File: src/rtl/demux_1to4_16bit_reg_if.sv
// Stream bundle for the 1-to-4 demux: one valid/ready input, four valid/ready outputs.
// The producer/consumer side uses master and the demux uses slave.
interface demux_1to4_16bit_reg_if #(
    parameter int WIDTH     = 16,
    parameter int SEL_WIDTH = 2
);
    logic                 in_valid;
    logic                 in_ready;
    logic [WIDTH-1:0]     in_data;
    logic [SEL_WIDTH-1:0] in_sel;
    logic [3:0]           out_valid;
    logic [3:0]           out_ready;
    logic [WIDTH-1:0]     out_data0;
    logic [WIDTH-1:0]     out_data1;
    logic [WIDTH-1:0]     out_data2;
    logic [WIDTH-1:0]     out_data3;

    modport master (
        output in_valid, in_data, in_sel, out_ready,
        input  in_ready, out_valid, out_data0, out_data1, out_data2, out_data3
    );

    modport slave (
        input  in_valid, in_data, in_sel, out_ready,
        output in_ready, out_valid, out_data0, out_data1, out_data2, out_data3
    );
endinterface

File: src/rtl/demux_1to4_16bit_reg.sv
// Registered 1-to-4 stream demux: one-entry output register per channel so a stalled
// consumer never blocks the others, plus a wrapping transfer counter per channel.
module demux_1to4_16bit_reg #(
    parameter int WIDTH     = 16,
    parameter int SEL_WIDTH = 2,
    parameter int CNT_WIDTH = 8
) (
    input  logic                 clk,
    input  logic                 rst_n,
    demux_1to4_16bit_reg_if.slave bus,
    input  logic                 cnt_clr,
    output logic [CNT_WIDTH-1:0] cnt0,
    output logic [CNT_WIDTH-1:0] cnt1,
    output logic [CNT_WIDTH-1:0] cnt2,
    output logic [CNT_WIDTH-1:0] cnt3
);
    localparam int NCH = 4;

    logic [NCH-1:0]       w_valid;
    logic [NCH-1:0]       w_load;
    logic [NCH-1:0]       w_drain;
    logic [WIDTH-1:0]     w_data [NCH];
    logic [CNT_WIDTH-1:0] w_cnt  [NCH];
    logic                 w_in_ready;
    logic                 w_in_fire;

    // Ready looks only at the addressed channel; a same-cycle drain frees the slot.
    assign w_in_ready   = ~w_valid[bus.in_sel] | bus.out_ready[bus.in_sel];
    assign w_in_fire    = bus.in_valid & w_in_ready;
    assign bus.in_ready = w_in_ready;

    generate
        for (genvar gi = 0; gi < NCH; gi++) begin : g_ch
            logic                 r_valid;
            logic [WIDTH-1:0]     r_data;
            logic [CNT_WIDTH-1:0] r_cnt;

            assign w_load[gi]  = w_in_fire & (bus.in_sel == SEL_WIDTH'(gi));
            assign w_drain[gi] = r_valid & bus.out_ready[gi];

            // Load wins over drain so a simultaneous drain+load keeps the slot full.
            always_ff @(posedge clk or negedge rst_n) begin
                if (!rst_n) begin
                    r_valid <= 1'b0;
                    r_data  <= '0;
                end else if (w_load[gi]) begin
                    r_valid <= 1'b1;
                    r_data  <= bus.in_data;
                end else if (w_drain[gi]) begin
                    r_valid <= 1'b0;
                end
            end

            always_ff @(posedge clk or negedge rst_n) begin
                if (!rst_n) begin
                    r_cnt <= '0;
                end else if (cnt_clr) begin
                    r_cnt <= '0;
                end else if (w_drain[gi]) begin
                    r_cnt <= r_cnt + CNT_WIDTH'(1);
                end
            end

            assign w_valid[gi] = r_valid;
            assign w_data[gi]  = r_data;
            assign w_cnt[gi]   = r_cnt;
        end
    endgenerate

    assign bus.out_valid = w_valid;
    assign bus.out_data0 = w_data[0];
    assign bus.out_data1 = w_data[1];
    assign bus.out_data2 = w_data[2];
    assign bus.out_data3 = w_data[3];

    assign cnt0 = w_cnt[0];
    assign cnt1 = w_cnt[1];
    assign cnt2 = w_cnt[2];
    assign cnt3 = w_cnt[3];
endmodule

File: src/flat_wrapper.sv
// flat-port wrapper written by rule: the top's interface ports become plain ports
module demux_1to4_16bit_reg_flat 
#(
    parameter int WIDTH     = 16,
    parameter int SEL_WIDTH = 2,
    parameter int CNT_WIDTH = 8
)
  (clk, rst_n, cnt_clr, cnt0, cnt1, cnt2, cnt3, bus_in_valid, bus_in_data, bus_in_sel, bus_out_ready, bus_in_ready, bus_out_valid, bus_out_data0, bus_out_data1, bus_out_data2, bus_out_data3);
  demux_1to4_16bit_reg_if #(.WIDTH(WIDTH), .SEL_WIDTH(SEL_WIDTH)) bus_i ();
  input  logic clk;
  input  logic rst_n;
  input  logic cnt_clr;
  output logic [CNT_WIDTH-1:0] cnt0;
  output logic [CNT_WIDTH-1:0] cnt1;
  output logic [CNT_WIDTH-1:0] cnt2;
  output logic [CNT_WIDTH-1:0] cnt3;
  input wire logic [$bits(bus_i.in_valid)-1:0] bus_in_valid;
  input wire logic [$bits(bus_i.in_data)-1:0] bus_in_data;
  input wire logic [$bits(bus_i.in_sel)-1:0] bus_in_sel;
  input wire logic [$bits(bus_i.out_ready)-1:0] bus_out_ready;
  output wire logic [$bits(bus_i.in_ready)-1:0] bus_in_ready;
  output wire logic [$bits(bus_i.out_valid)-1:0] bus_out_valid;
  output wire logic [$bits(bus_i.out_data0)-1:0] bus_out_data0;
  output wire logic [$bits(bus_i.out_data1)-1:0] bus_out_data1;
  output wire logic [$bits(bus_i.out_data2)-1:0] bus_out_data2;
  output wire logic [$bits(bus_i.out_data3)-1:0] bus_out_data3;
  assign bus_i.in_valid = bus_in_valid;
  assign bus_i.in_data = bus_in_data;
  assign bus_i.in_sel = bus_in_sel;
  assign bus_i.out_ready = bus_out_ready;
  assign bus_in_ready = bus_i.in_ready;
  assign bus_out_valid = bus_i.out_valid;
  assign bus_out_data0 = bus_i.out_data0;
  assign bus_out_data1 = bus_i.out_data1;
  assign bus_out_data2 = bus_i.out_data2;
  assign bus_out_data3 = bus_i.out_data3;
  demux_1to4_16bit_reg #(.WIDTH(WIDTH), .SEL_WIDTH(SEL_WIDTH), .CNT_WIDTH(CNT_WIDTH)) u_core (.clk(clk), .rst_n(rst_n), .bus(bus_i), .cnt_clr(cnt_clr), .cnt0(cnt0), .cnt1(cnt1), .cnt2(cnt2), .cnt3(cnt3));
endmodule
File: config.mk
export PLATFORM = sky130hd
export DESIGN_NAME = demux_1to4_16bit_reg_flat
export DESIGN_NICKNAME = d
export VERILOG_FILES = /design/src/rtl/demux_1to4_16bit_reg_if.sv /design/src/rtl/demux_1to4_16bit_reg.sv /design/src/flat_wrapper.sv
export SDC_FILE = /design/constraint.sdc
export NUM_CORES = 1
export LEC_CHECK = 0
export BUFFER_PORTS_ARGS = -buffer_cell sky130_fd_sc_hd__buf_2
export CORE_UTILIZATION = 46
export DETAILED_ROUTE_END_ITERATION = 12
export HOLD_SLACK_MARGIN = 0.1
export PLACE_DENSITY = 0.75
export RECOVER_POWER = 25
export SETUP_SLACK_MARGIN = 0.5
export SLEW_MARGIN = 5
export SYNTH_ARGS = -nofsm -noshare
export SYNTH_HDL_FRONTEND = slang
export SYNTH_SLANG_ARGS = --single-unit
File: constraint.sdc
create_clock -name clk -period 1.6 [get_ports clk]
set_clock_uncertainty 0.15 [all_clocks]
set_input_delay 0.32 -clock clk [delete_from_list [all_inputs] [get_ports clk]]
set_output_delay 0.32 -clock clk [all_outputs]
set_load 0.1 [all_outputs]
=== After elaboration in Yosys (flattened, before gate mapping) ===
Index checks and enable logic that the tools add are counted.

* Bits in latches: 0
* Memory bits (writable): 0
* Bits in registers: 100
* Memories kept: 0
* Output and inout port bits: 101
* Input port bits: 26
* Bits in read-only memories: 0

* Multiply operators: 0
* Reduce and logical (&&, ||, !) cells: 9
* Magnitude comparators: 1
* Equal/unequal tests: 3
* Bitwise logic cells: 11
* Shifts and indexed selects: 0
* Add/sub/neg operators: 4
* Div/mod/pow operators: 0
* Muxes and demuxes: 20

{| class="wikitable"
|+ Operator list
! operator !! number
|-
| two-way mux 8 bit || 8
|-
| adder 8 x 1 -> 8 bit, second input constant || 4
|-
| nonzero test 2 bit || 8
|-
| two-way mux 1 bit || 10
|-
| bitwise AND 1 bit || 9
|-
| binary-select mux 1 bit (select 2 bit) || 2
|-
| equality test 2 bit, second input constant || 2
|-
| < comparator 2 x 3 -> 1 bit, second input constant || 1
|-
| equality test 2 x 1 -> 1 bit, second input constant || 1
|-
| logical NOT 2 bit || 1
|-
| NOT 1 bit || 1
|-
| OR 1 bit || 1
|}

=== Longest topological paths before layout ===
Gate-level depths: netlist of the first run.

* Word-level depth: 7
* Depth in mapped cells: 5
* Gate-level depth less buffers: 4

=== Least setup slack after synthesis of the first run ===
No wires, ideal clock.

* Path type: reg2reg
* From: register u_core.g_ch[1].r_cnt[2] (netlist: u_core.cnt1[2])
* To: register u_core.g_ch[1].r_cnt[7] (netlist: u_core.cnt1[7])
* Data arrival time: 1.908 ns
* Required time: 1.373 ns
* Period minus slack after synthesis: 2.136 ns
* Stages on the path, launching flop included: 4
* Slack: -0.536 ns
* Buffers on the path: 0
* Path through: dfrtp_1 > nand4_1 > or4_1 > a21oi_1

* Word-level cells in the longest chain between the ends: 3

{| class="wikitable"
|+ RTL lines
! element !! RTL line !! source
|-
| start, declared || demux_1to4_16bit_reg.sv:36 || <nowiki>logic [CNT_WIDTH-1:0] r_cnt;</nowiki>
|-
| start signal, assigned || demux_1to4_16bit_reg.sv:60 || <nowiki>r_cnt <= r_cnt + CNT_WIDTH'(1);</nowiki>
|-
| adder 8 x 1 -> 8 bit || demux_1to4_16bit_reg.sv:60 ||
|-
| two-way mux 8 bit || demux_1to4_16bit_reg.sv:59 || <nowiki>end else if (w_drain[gi]) begin</nowiki>
|-
| two-way mux 8 bit || demux_1to4_16bit_reg.sv:57 || <nowiki>end else if (cnt_clr) begin</nowiki>
|}

Every way passes these cells. The select of a mux whose other input is x is not followed.
A chain may end at the register's enable or synchronous reset.

=== Final worst setup path of the first run ===
* From: register u_core.g_ch[3].r_valid
* To: output bus_in_ready

* Word-level cells in the longest chain between the ends: 4

{| class="wikitable"
|+ RTL lines
! element !! RTL line !! source
|-
| start, declared || demux_1to4_16bit_reg.sv:34 || <nowiki>logic r_valid;</nowiki>
|-
| start signal, assigned || demux_1to4_16bit_reg.sv:44 || <nowiki>r_valid <= 1'b0;</nowiki>
|-
| start signal, assigned || demux_1to4_16bit_reg.sv:47 || <nowiki>r_valid <= 1'b1;</nowiki>
|-
| start signal, assigned || demux_1to4_16bit_reg.sv:50 || <nowiki>r_valid <= 1'b0;</nowiki>
|-
| binary-select mux 1 bit (select 2 bit) || demux_1to4_16bit_reg.sv:28 || <nowiki>assign w_in_ready = ~w_valid[bus.in_sel] | bus.out_ready[bus.in_sel];</nowiki>
|-
| two-way mux 1 bit (implied by the code) || demux_1to4_16bit_reg.sv:28 ||
|-
| NOT 1 bit || demux_1to4_16bit_reg.sv:28 ||
|-
| OR 1 bit || demux_1to4_16bit_reg.sv:28 ||
|-
| end, declared || flat_wrapper.sv:21 || <nowiki>output wire logic [$bits(bus_i.in_ready)-1:0] bus_in_ready;</nowiki>
|}

Every way passes these cells. The select of a mux whose other input is x is not followed.

==> results of run 1 <==
==> what timing repair did <==
| item | CTS | global route |
|---|---|---|
| setup buffers | 33 | 20 |
| endpoints found under the hold margin | 139 | 69 |
| pin swaps | 23 | 18 |
| endpoints found under the setup margin | 196 | 198 |
| gates resized for setup | 126 | 47 |
| cloned | 3 | 0 |
==> power by group <==
group	switching (mW)	leakage (nW)	total [mW]	internal (mW)
Combinational	3.41	2.24	5.53	2.12
Clock	0.994	0.0897	1.73	0.733
Sequential	0.501	1.13	3.62	3.12
==> stage by stage <==
step	utilization [%]	total power, mW	TNS [ps]	hold slack (ps)	instance area, µm²
2_1_floorplan	-	6.666	-1451	-125.6	4857
3_3_place_gp	79.16	8.263	-2433	91.50	6970
3_5_place_dp	79.16	8.361	-3176	95.91	6970
4_1_cts	90.93	10.49	-877.6	-299.0	8008
5_1_grt	94.49	11.10	-7171	-187.3	8320
6_report	94.49	10.87	-5001	-211.5	8320
==> registers in the layout (all words and copies together) (netlist names) <==
register,flops
u_core.cnt1,8
u_core.bus.out_data0,16
u_core.bus.out_data3,16
u_core.bus.out_data2,16
u_core.cnt0,8
u_core.cnt2,8
u_core.g_ch.r_valid,4
u_core.bus.out_data1,16
u_core.cnt3,8
==> final timing paths <==
path / startpoint / endpoint / slack, ps
setup reg to reg: u_core.g_ch[1].r_valid / u_core.cnt1[7] / -160
setup / recovery: u_core.g_ch[3].r_valid / bus_in_ready / -520
max in group asynchronous: rst_n / u_core.cnt2[7] / 210
hold reg to reg: u_core.bus.out_data1[1] / u_core.bus.out_data1[1] / 460
hold / removal: rst_n / u_core.cnt2[6] / -210
min in group clk: bus_in_data[3] / u_core.bus.out_data3[3] / 80
==> routing by layer <==
| metal | up-vias | track usage, % |
|---|---|---|
| li1 | 1546 | - |
| met1 | 1995 | 38.22 |
| met2 | 276 | 58.97 |
| met3 | 73 | 6.872 |
| met4 | 0 | 10.96 |
| met5 | - | 0 |
==> worst max-delay path, stage by stage (launching register included) <==
cell	delay [ps]
dfrtp_2	390
nand2b_1	130
mux4_2	560
buf_12	190
==> cell families after synthesis <==
family	synth area share, %
adder cells (fa/ha/maj)	1.186
buffers and inverters	3.675
multiplexers	18.49
XOR/XNOR	1.660
flip-flops	59.28
AND/OR/NAND/NOR	10.79
AO/OA/AOI/OAI	4.920
==> area by class of cell <==
class	instances	area share, %
timing repair buffer	205	34.87
sequential	100	34.44
multi-input combinational	201	26.09
tap	108	1.624
clock buffer	11	1.579
clock inverter	5	0.7519
inverter	11	0.6466
==> cells in the final DEF, fill, tap and decap left out, types with 4 or more instances in the layout <==
| master | n |
|---|---|
| buf_12 | 105 |
| or4_4 | 4 |
| buf_6 | 13 |
| nor2_1 | 11 |
| o21ai_0 | 12 |
| nand2_1 | 14 |
| nand4_1 | 9 |
| and3_4 | 4 |
| nand3_2 | 5 |
| buf_2 | 25 |
| a21oi_2 | 16 |
| nand3_1 | 4 |
| mux2_4 | 62 |
| inv_1 | 7 |
| clkbuf_8 | 9 |
| ha_4 | 4 |
| mux2_2 | 5 |
| or3_4 | 8 |
| o31ai_1 | 4 |
| or3_1 | 4 |
| xnor2_2 | 6 |
| buf_4 | 56 |
| dfrtp_4 | 96 |
==> results_dict.tcl, run 1 <==
set metrics [dict create \
    clk-insertion-delay-late_ps 380 \
    drtAntennaViolNets 0 \
    multiInputGateArea_mm2 0.002171 \
    num_vias 3890 \
    overflow 0 \
    io_pins 127 \
    die_w_um 97.80 \
    cp_max_fo 3 \
    r2r_cells 5 \
    ys_top_cells_by_count "100 x dfrtp_1, 67 x mux2_2, 21 x a21oi_1, 17 x nand2_1, 13 x o21ai_0" \
    finalSetupViolCount 51 \
    finalHoldViolCount 20 \
    outcome "complete, but fails checks" \
    first_global_vias 4041 \
    fill_cells 210 \
    crit_path_end_kind "output pin" \
    setup_ws_ps -515.7 \
    rsz0062_at_grt "yes" \
    wl_per_cell_um 28.54 \
    cts_max_level 3 \
    wirelength_um 18290 \
    topRoutingLayerUsed "met4" \
    clk_pin_slew_ps 110 \
    critPathLaunchType "flip-flop" \
    synth_nets 356 \
    initial_utilization_pct 47.94 \
    netlist_instances 326 \
    grt_pass1_wl_um 23350 \
    rows 34 \
    drt_iter0_markers 243 \
    cts_sinks 100 \
    power_density_mw_per_mm2 1307 \
    pre_cts_ws_ps -308.8 \
    grtUsageTotal_pct 32.46 \
    fin_crit_sh_pct 132.2 \
    nets 558 \
    grt_start_max_net_pins 49 \
    fmax_ghz 0.4727 \
    synth_top_area_share_pct 59.28 \
    ys_seq_area_share_pct 59.28 \
    wirelength_met1_um 6473 \
    violations "DRC, hold timing, setup timing" \
    numCtsBuffers 9 \
    die_h_um 97.80 \
    die-area_mm2 0.009565 \
    core_mm2 0.008806 \
    layout-drive-gt1-share_pct 84.80 \
    area_growth_pct 97.10 \
    fin_cells 641 \
    hold-worst-slack_ps -211.5 \
    synth_largest_area_cell "dfrtp_1" \
    synth_most_common_cell "dfrtp_1" \
    tritoncts "built" \
    synth-edff-count 0 \
    synth_area_per_cell_um2 12.95 \
    cts_buffer_depth 2 \
    slew_headroom_pct 48.10 \
    antenna_found_initial 0 \
    vias_per_cell 6.069 \
    required_ps 1130 \
    syn_area_mm2 0.004222 \
    ys.flop_type "dfrtp_1" \
    wl_met3_um 1455 \
    async_reset_ff_share_pct 100.0 \
    p_leak_nw 3.458 \
    arrival_ps 1650 \
    synth_cell_types 29 \
    final.min_clock_period_ps 2116 \
    synth-warning-count 0 \
    synth_area_leaders "dfrtp_1 59%, mux2_2 18%, a21oi_1 2.5%" \
    critPathKind "flip-flop to output pin" \
    dr_wl_met2_um 9584 \
    hp-class "primary input to async pin" \
    finalMaxSlewViolations 0 \
    cts-root-buf "clkbuf_8" \
    io_buffers 126 \
    gp_congestion 0.7375 \
    ys_seq_elements 100 \
    drv_cap 0 \
    seqCellArea_mm2 0.002865 \
    worstMarginPinSlew_ps 778.5 \
    place_inst 569 \
    drc_errors 18 \
    hpwl_um 8154 \
    peakVddDrop_mv 1.312 \
    drt_first_pass_iters 10 \
    diodes 0 \
]
(Power assumes the default switching activity.)
==> run 2: changes to the inputs <==
CORE_UTILIZATION = 48   (was 46)
CTS_BUF_LIST = sky130_fd_sc_hd__clkbuf_4 sky130_fd_sc_hd__clkbuf_8   (was not set)
PLACE_DENSITY = 0.78   (was 0.75)
==> results_dict.tcl, run 2 <==
set metrics [dict create \
    outcome "stopped before the end" \
    stop_stage "global routing" \
    error "[ERROR DPL-0038] Utilization greater than 100%, impossible to legalize" \
    initial_utilization_pct 50.37 \
    die_h_um 95.78 \
    rows 33 \
    numCtsBuffers 9 \
    hpwl_um 8013 \
    netlist_instances 326 \
    synth-warning-count 0 \
    cts-root-buf "clkbuf_8" \
    cts_sinks 100 \
    synth_most_common_cell "dfrtp_1" \
    ys.flop_type "dfrtp_1" \
    worst_endpoint "bus_in_ready" \
    synth_area_leaders "dfrtp_1 59%, mux2_2 18%, a21oi_1 2.5%" \
    syn_area_mm2 0.004222 \
    async_reset_ff_share_pct 100.0 \
    synth_top_area_share_pct 59.28 \
    die_w_um 95.78 \
    ys_top_cells_by_count "100 x dfrtp_1, 67 x mux2_2, 21 x a21oi_1, 17 x nand2_1, 13 x o21ai_0" \
    pre_cts_ws_ps -308.2 \
    io_buffers 126 \
    ys_seq_elements 100 \
    cts_buffer_depth 2 \
    gp_congestion 0.7719 \
    io_pins 127 \
    synth_cell_types 29 \
    cts_max_level 3 \
    grt_start_max_net_pins 60 \
    ys_seq_area_share_pct 59.28 \
    synth_largest_area_cell "dfrtp_1" \
    synth_nets 356 \
    synth_area_per_cell_um2 12.95 \
    worst_endpoint_kind "output port" \
    synth-edff-count 0 \
]
## run 2: kinds of logic after synthesis
logic type / synth area share [%]
AND/OR/NAND/NOR: 10.79
buffers and inverters: 3.675
multiplexers: 18.49
XOR/XNOR: 1.660
flip-flops: 59.28
AO/OA/AOI/OAI: 4.920
adder cells (fa/ha/maj): 1.186
## run 2: through the flow
stage | instances | cell area, µm² | hold slack (ps)
CTS | 633 | 8137 | 64.04
floorplan | 326 | 4857 | -125.6
global placement | 569 | 6959 | 171.1
detailed placement | 569 | 6959 | 174.5
## run 2: what timing repair did
item | 4_1_cts
pin swaps | 24
hold endpoints to repair | 154
hold buffers | 1
gates cloned | 4
buffers inserted | 43
endpoints found under the setup margin | 197
gates resized for setup | 135
==> run 3: changes to the inputs <==
CORE_UTILIZATION = 40   (was 48)
CTS_BUF_LIST = not set   (was sky130_fd_sc_hd__clkbuf_4 sky130_fd_sc_hd__clkbuf_8)
HOLD_SLACK_MARGIN = not set   (was 0.1)
PLACE_DENSITY = not set   (was 0.78)
PLACE_DENSITY_LB_ADDON = 0.15   (was not set)
SETUP_SLACK_MARGIN = not set   (was 0.5)
clock period = 2.1 ns   (was 1.6 ns; I/O delays follow)
==> results_dict.tcl, run 3 (synthesis results as in run 1) <==
set metrics [dict create \
    final.min_clock_period_ps 2064 \
    drtAntennaViolNets 0 \
    grtUsageTotal_pct 17.22 \
    die_h_um 104.7 \
    crit_chain "nand2b_1 -> mux4_2 -> buf_12" \
    gp_congestion 0.7443 \
    cp_slowest_cell "mux4_2" \
    diodes 0 \
    cts_max_level 3 \
    power_density_mw_per_mm2 1197 \
    layout-drive-gt1-share_pct 49.89 \
    critPathLaunchType "flip-flop" \
    clk-insertion-delay-late_ps 360 \
    grt_start_max_net_pins 101 \
    grt_pass1_wl_um 14620 \
    cts_sinks 100 \
    cts-root-buf "clkbuf_8" \
    setup_ws_ps 35.89 \
    area_growth_pct 26.29 \
    hpwl_um 6115 \
    fin_util_pct 51.87 \
    rsz0062_at_grt "yes" \
    drc_errors 0 \
    drt_iter0_markers 108 \
    final_common_cell "buf_2" \
    drv_cap 0 \
    wl_per_cell_um 14.68 \
    tritoncts "built" \
    fmax_ghz 0.4845 \
    clk_pin_slew_ps 90 \
    critPathKind "flip-flop to output pin" \
    finalHoldViolCount 0 \
    die_w_um 104.7 \
    vias_per_cell 4.915 \
    nets 498 \
    core_mm2 0.01028 \
    cts_buffer_depth 2 \
    hp-class "primary input to flip-flop" \
    drt_first_pass_iters 4 \
    finalSetupViolCount 0 \
    pre_cts_ws_ps 16.33 \
    slew_headroom_pct 60.46 \
    stdcell_area_mm2 0.005331 \
    worstMarginPinSlew_ps 593.2 \
    finalMaxSlewViolations 0 \
    crit_path_end_kind "output pin" \
    power_mw 6.383 \
    io_pins 127 \
    fin_crit_sh_pct 98.29 \
    die-area_mm2 0.01097 \
    initial_utilization_pct 41.08 \
    antenna_found_initial 0 \
    required_ps 1530 \
    num_vias 2993 \
    dpl_cell_area_mm2 0.005087 \
    wirelength_um 8942 \
    io_buffers 126 \
    final_cell_mix "124 x buf_2, 95 x dfrtp_1, 67 x mux2_2" \
    outcome "complete, no violations" \
    worst_path_largest_cell_delay_ps 510 \
    numCtsBuffers 9 \
    p_leak_nw 2.507 \
    overflow 0 \
    peakVddDrop_mv 0.7538 \
    cp_max_fo 3 \
    arrival_ps 1490 \
    first_global_vias 2921 \
    rows 37 \
]
-- run 3: report_power, final --
group | leakage (nW) | total [mW] | switching, mW | internal, mW
Combinational | 1.16 | 2.85 | 2.39 | 0.460
Sequential | 1.25 | 2.33 | 0.133 | 2.20
Clock | 0.0962 | 1.20 | 0.651 | 0.552
-- run 3: metal layers --
metal | up-vias | routed length [µm] | global-route usage (%)
met1 | 1457 | 4104 | 22.19
met5 | - | 0 | 0
met2 | 91 | 4120 | 26.73
li1 | 1437 | - | -
met4 | 0 | 125 | 7.545
met3 | 8 | 593 | 5.365
-- run 3: worst paths after layout --
path / startpoint / endpoint / slack, ps / depth (start not counted)
setup / recovery: u_core.g_ch[1].r_valid / bus_in_ready / 40 / 3
hold / removal: bus_in_data[6] / u_core.bus.out_data0[6] / 170 / 2
setup reg to reg: u_core.g_ch[1].r_valid / u_core.cnt1[7] / 440 / 5
max in group asynchronous: rst_n / u_core.cnt3[2] / 800 / 3
min in group asynchronous: rst_n / u_core.cnt0[6] / 460 / 3
hold reg to reg: u_core.bus.out_data0[9] / u_core.bus.out_data0[9] / 360 / 1
-- run 3: critical path: cells and delay by family (launching register included) --
family        cells  cell delay, ps
buf+inv           1             190
flops             1             350
mux               1             510
simple gates      1             100
-- run 3: what timing repair did --
item,4_1_cts,5_1_grt
hold buffers,1,0
hold endpoints to repair,100,0
pin swaps,0,0
resized for setup,4,1
setup endpoints to repair,1,1
buffers inserted,2,2
cloned,0,0
-- run 3: metrics by stage --
| stage | hold WS [ps] | instances | TNS [ps] |
|---|---|---|---|
| 3_5_place_dp | 338.1 | 588 | 0 |
| 3_3_place_gp | 334.0 | 588 | 0 |
| 5_1_grt | 157.1 | 609 | -30.67 |
| 6_report | 172.6 | 609 | 0 |
| 4_1_cts | 154.2 | 607 | 0 |
| 2_1_floorplan | -25.59 | 326 | 0 |
-- run 3: area by class of cell --
type,count,area [µm²]
inverter,11,41.29
fill,978,4946
tap,136,170.2
clock inverter,6,65.06
sequential,100,2509
multi-input combinational,201,1563
timing repair buffer,145,855.8
clock buffer,10,127.6
